--- config.mk ---
export PLATFORM = sky130hd
export DESIGN_NAME = param_syncfifo
export DESIGN_NICKNAME = d
export VERILOG_FILES = /design/src/rtl/param_syncfifo.sv
export SDC_FILE = /design/constraint.sdc
export NUM_CORES = 1
export LEC_CHECK = 0
export CORE_ASPECT_RATIO = 1.5
export CORE_MARGIN = 4
export CORE_UTILIZATION = 30
export DETAILED_ROUTE_END_ITERATION = 7
export GPL_ROUTABILITY_DRIVEN = 0
export SLEW_MARGIN = 20
export SYNTH_ARGS = -nofsm -noshare
export SYNTH_HDL_FRONTEND = slang
export SYNTH_SLANG_ARGS = --single-unit
--- constraint.sdc ---
create_clock -name clk -period 2.9 [get_ports clk]
set_clock_uncertainty 0.1 [all_clocks]
set_input_delay 0.435 -clock clk [delete_from_list [all_inputs] [get_ports clk]]
set_output_delay 0.435 -clock clk [all_outputs]
set_load 0.05 [all_outputs]
--- src/rtl/param_syncfifo.sv ---
// param_syncfifo: single-clock FIFO with first-word fall-through output,
// occupancy and threshold flags, and sticky overflow/underflow flags.
`timescale 1ns/1ps
module param_syncfifo #(
   parameter type dat_t     = logic [7:0],
   parameter int  DEPTH     = 8,
   parameter int  AFULL_TH  = DEPTH - 2,
   parameter int  AEMPTY_TH = 2
) (
   input  logic                   clk,
   input  logic                   rst_n,
   input  dat_t                   wdata,
   input  logic                   wput,
   output logic                   wrdy,
   output dat_t                   rdata,
   input  logic                   rget,
   output logic                   rrdy,
   output logic [$clog2(DEPTH):0] count,
   output logic                   almost_full,
   output logic                   almost_empty,
   output logic                   ovf,
   output logic                   udf,
   input  logic                   flag_clr
);

   localparam int AW = $clog2(DEPTH);
   localparam int CW = AW + 1;

   logic [AW-1:0] wptr;
   logic [AW-1:0] rptr;
   dat_t          mem [DEPTH];
   logic          wacc;
   logic          racc;

   // Ready flags come from registered count only, so no request-to-ready path.
   assign wrdy = (count < CW'(DEPTH));
   assign rrdy = (count != '0);

   assign wacc = wput && wrdy;
   assign racc = rget && rrdy;

   // Empty FIFO shows zero so stale storage is never visible.
   assign rdata = rrdy ? mem[rptr] : '0;

   assign almost_full  = (count >= CW'(AFULL_TH));
   assign almost_empty = (count <= CW'(AEMPTY_TH));

   // Storage write; contents need no reset because rdata is masked when empty.
   always_ff @(posedge clk) begin
      if (wacc) begin
         mem[wptr] <= wdata;
      end
   end

   // Pointers advance on accepted transfers; power-of-two depth wraps freely.
   always_ff @(posedge clk or negedge rst_n) begin
      if (!rst_n) begin
         wptr <= '0;
         rptr <= '0;
      end else begin
         if (wacc) begin
            wptr <= wptr + AW'(1);
         end
         if (racc) begin
            rptr <= rptr + AW'(1);
         end
      end
   end

   // Occupancy tracks the net of accepted writes and reads.
   always_ff @(posedge clk or negedge rst_n) begin
      if (!rst_n) begin
         count <= '0;
      end else begin
         unique case ({wacc, racc})
            2'b10:   count <= count + CW'(1);
            2'b01:   count <= count - CW'(1);
            default: count <= count;
         endcase
      end
   end

   // Sticky error flags; a new error in the clear cycle keeps the flag set.
   always_ff @(posedge clk or negedge rst_n) begin
      if (!rst_n) begin
         ovf <= 1'b0;
         udf <= 1'b0;
      end else begin
         if (wput && !wrdy) begin
            ovf <= 1'b1;
         end else if (flag_clr) begin
            ovf <= 1'b0;
         end
         if (rget && !rrdy) begin
            udf <= 1'b1;
         end else if (flag_clr) begin
            udf <= 1'b0;
         end
      end
   end

endmodule

# --- Word-level counts from Yosys, hierarchy flattened ---
# Memories as Yosys holds them, arrays and structs flattened.
# Index checks and enable logic that the tools add are counted.
classes:
  n_lt_le_gt_ge: 3
  reduce_logical: 10
  addsub: 4
  n_eq_ne: 2
  mux: 7
ops:
  columns: ["cell", "count"]
  rows:
  - ["$mux 8", 1]
  - ["$pmux 4 s2", 1]
  - ["$add 3x1->3 const B", 2]
  - ["$reduce_bool 2->1", 3]
  - ["$mux 1", 5]
  - ["$add 4x1->4 const B", 1]
  - ["$ge 4x3->1 const B", 1]
  - ["$le 4x2->1 const B", 1]
  - ["$logic_and 1x1->1", 4]
  - ["$lt 4x4->1 const B", 1]
  - ["$reduce_bool 4->1", 1]
  - ["$sub 4x1->4 const B", 1]
  - ["$eq 2x1->1 const B", 1]
  - ["$eq 2x2->1 const B", 1]
  - ["$logic_not 1->1", 2]
word_totals:
  wordCells: 32
  regBits: 12
  input_bits: 13
  mem_count: 1
  mem_bits_rw: 64
memory_table:
  columns: ["name", "depth", "word_bits", "read_ports", "rd_ports_with_merged_regs", "write_ports", "line", "text"]
  rows:
  - ["mem", 8, 8, 1, 0, 1, "31", "dat_t mem [DEPTH];"]

# --- Longest topological paths before layout ---
depth:
  ltp_word: 4
  mapped_depth: 12
  ltp_nobuf: 11

# --- Least setup slack after synthesis ---
# No wires, ideal clock.
synth_timing:
  path_kind: "register to register"
  from: "register count[1]"
  to: "register count[2]"
  path_slack_ns: 0.148
  n_path_buf: 1
  arrival_ns: 2.517
  stages_incl_launch_ff: 13
  required_time_ns: 2.665
  setup_time_ns: 0.135
  period_less_slack_ns: 2.752
  cell_sequence: "dfrtp_1 -> buf_6 -> nor4_4 -> inv_2 -> nand2_1 -> inv_1 -> ha_1 -> xor2_1 -> ha_1 -> a21oi_1 -> xor2_1 -> nor2_1 -> xor2_1"
synth_via:
  elab_chain_len: 4
  word_cells_on_any_way: 10
synth_lines:
  columns: ["item", "line", "text"]
  rows:
  - ["start: declaration", "18", "output logic [$clog2(DEPTH):0] count,"]
  - ["start signal: assignment", "76", "2'b10: count <= count + CW'(1);"]
  - ["start signal: assignment", "77", "2'b01: count <= count - CW'(1);"]
  - ["start signal: assignment", "78", "default: count <= count;"]
  - ["$reduce_bool 4->1 *", "37", "assign rrdy = (count != '0);"]
  - ["named net rrdy", "17", "output logic rrdy,"]
  - ["$logic_and 1x1->1 *", "40", "assign racc = rget && rrdy;"]
  - ["named net racc", "33", "logic racc;"]
  - ["$eq 2x1->1 or $eq 2x2->1 (tied branches)", "75", "unique case ({wacc, racc})"]
  - ["$pmux 4 s2 or $reduce_bool 2->1 (tied branches)", null, null]
# Mark *: on every way through the listed nets, which the timed path passes. The rest lies on a longest branch.
# A chain may end at the register's enable or synchronous reset.

==> metrics.txt <==
RSZ-0062 raised after global routing=no; root buffer selected by CTS=clkbuf_16; wire per inst=roughly 16 µm; DR vias=~1600; cts repair resizes=0; Fin Setup TNS=0 ps; via/cell ratio=~4.4; Register-to-Register Path Depth=11; total power=4560 µW; PwrDens=between 1000 and 1500 mW/mm²; Synth Net Count=185; pin count of the biggest net entering global routing=19; CP endpoint kind=primary output; Reg clk slew, reported paths=about 60 ps; CP startpoint=rptr[1]; total gr overflow=0; worst-path maximum fanout=18; Unique masters post-synth=29; H-Tree Depth=3; Area Growth Syn to Fin=26.6%; DP HPWL=4030 µm; Initial Util=30.8%; clock sink count=76; core area=a little over 0.01 mm²; Antenna Nets Post-Route=0; setup ws final=around 340 ps; Worst setup endpoint=rdata[3]; gr usage total=approximately 10%; Synth Instances=167; max-cap check violation count=0; status=complete, no violations; CTS tree=built; # setup viols final=0; mean post-synth cell area=18.8 µm²; ratio of cells with drive above 1 in the final layout=24.3%; Max Buffers Root-to-Sink=2; Slew HR=roughly half; Post-Route WL=around 5700 µm; initial antenna violation count=0; Diodes inserted=0; global-route wire length before repair=a little over 9000 µm; dpl ws=348 ps; Synth Cell Area=between 0.003 and 0.004 mm²; CP arrival=a little over 2000 ps; Final Hold Fails=0; Worst-Margin Slew=roughly 770 ps; I/O Pins=31; chip height=between 100 and 150 µm; drt drc=0; Hold Crit Class=in2async; synth warn=0; Layout Cell Area excl Fill=0.00398 mm²; Final nets=approximately 240; crit path kind=reg2out; Startpoint Class=flop; DIE AREA=roughly 0.012 mm²; Worst R2R Start=count[1]; Worst-Skew Late Latency=around 320 ps; initial DRC count=slightly above 60; Die W=between 90 and 100 µm; Worst VDD drop=roughly 0.00064 V; Leak=0.00141 µW; PortBufs=30; Max Fclk=a little under 400 MHz; Seq/Total Area, Yosys=70.7%; Worst R2R Setup Slack=about 350 ps; CTS buffer count=9; R2R Path End=count[2]; Tmin final=2560 ps; WP data required=2370 ps; Post-CTS Setup Bufs=0; Detailed Routing Iterations Pass 1=4; final worst-path cycle share=88.3%; Area after DPL=between 0.003 and 0.004 mm²; vias in the first global route=1752; Site Rows=45; fin. max-slew vios=0; FF+latch count, synth=76; hold buffers post-CTS=0
[critical path, stage by stage (launching register included)]
cell and delay (ps):
dfrtp_1 840, mux4_2 420, a22o_1 240, buf_4 190
[cells by family (layout without fill, tap and decap cells)]
kind of cell	after synthesis	count (layout)	share of synthesized area, %
xor+xnor	9	9	2.51
simple gates	29	29	5.02
buf+inv	14	69	2.99
flops	76	76	70.7
fa+ha+maj	5	5	1.99
mux	19	19	13.3
compound gates	15	15	3.50
[metal layers]
metal	track usage [%]	share of wire (%)	wire length, µm	up-vias
met5	0	0	0	-
met4	5.12	2.0	115	0
met3	3.22	4.7	270	10
met2	16.9	51	2900	41
met1	12.2	42	2400	804
li1	-	-	-	759
[cell usage in the layout, fill, tap and decap left out, drive strengths merged, types with 3 or more instances in the layout]
master,count
dfrtp,12
nor2b,3
xor2,4
o21ai,3
clkinv,4
nand2,8
a22o,8
nor2,8
ha,5
xnor2,5
clkbuf,9
inv,8
clkdlybuf4s50,22
mux4,16
buf,24
edfxtp,64
nand2b,3
mux2,3
[synthesized netlist by cell type]
library cell / count / area (µm²)
dfrtp_1: 12 / 300
nor4_4: 1 / 21.3
nor2b_1: 3 / 18.8
nor3_1: 2 / 10.0
buf_2: 2 / 10.0
inv_2: 1 / 3.75
nand4_1: 1 / 6.26
a31oi_1: 2 / 12.5
buf_12: 1 / 20.0
xnor2_1: 5 / 43.8
o21ai_0: 3 / 15.0
mux4_2: 10 / 225
xor2_1: 4 / 35.0
clkbuf_1: 1 / 3.75
nand2b_1: 3 / 18.8
mux2_2: 3 / 33.8
edfxtp_1: 64 / 1920
inv_1: 6 / 22.5
nor2_1: 8 / 30.0
nor4b_1: 1 / 8.76
a22o_1: 8 / 70.1
a211oi_1: 1 / 7.51
mux4_1: 6 / 158
ha_1: 5 / 62.6
and2_4: 1 / 8.76
nand3_1: 1 / 5.00
nand2_1: 8 / 30.0
a21oi_1: 1 / 5.00
buf_6: 3 / 33.8
[flip-flops by register name (all words and copies together), names as in the netlist]
register / count
ovf: 1
rptr: 3
count: 4
wptr: 3
udf: 1
mem: 64
[power by group]
group          switching (µW)  internal [µW]
clock                     407            749
sequential                197           1370
combinational            1070            769
total                    1680           2890
[metrics by stage]
step                cells  util [%]  hold WS (ps)
CTS                   363      39.0           397
detailed placement    347      35.9           385
finish                363      39.0           373
global route          363      39.0           414
global placement      347      35.9           382
floorplan             167         -          39.4
[cell type report]
cell class              instances  area, µm²
repair buffers                 46        413
multi-input cells              77        826
clock inverters                 7       90.1
well taps                     141        176
inverters                       7       26.3
fillers                       933       6210
flip-flops and latches         76       2220
clock buffers                   9        225
[worst min-delay path by stage]
stage                 start  slack, ps       end  depth (start not counted)
finish                rst_n        370   rptr[2]                          1
global route          rst_n        410   rptr[2]                          1
CTS                   rst_n        400       ovf                          1
detailed placement  wptr[2]        380   wptr[2]                          1
global placement    wptr[2]        380   wptr[2]                          1
floorplan             rst_n         40  count[0]                          0
(Power assumes the default switching activity.)
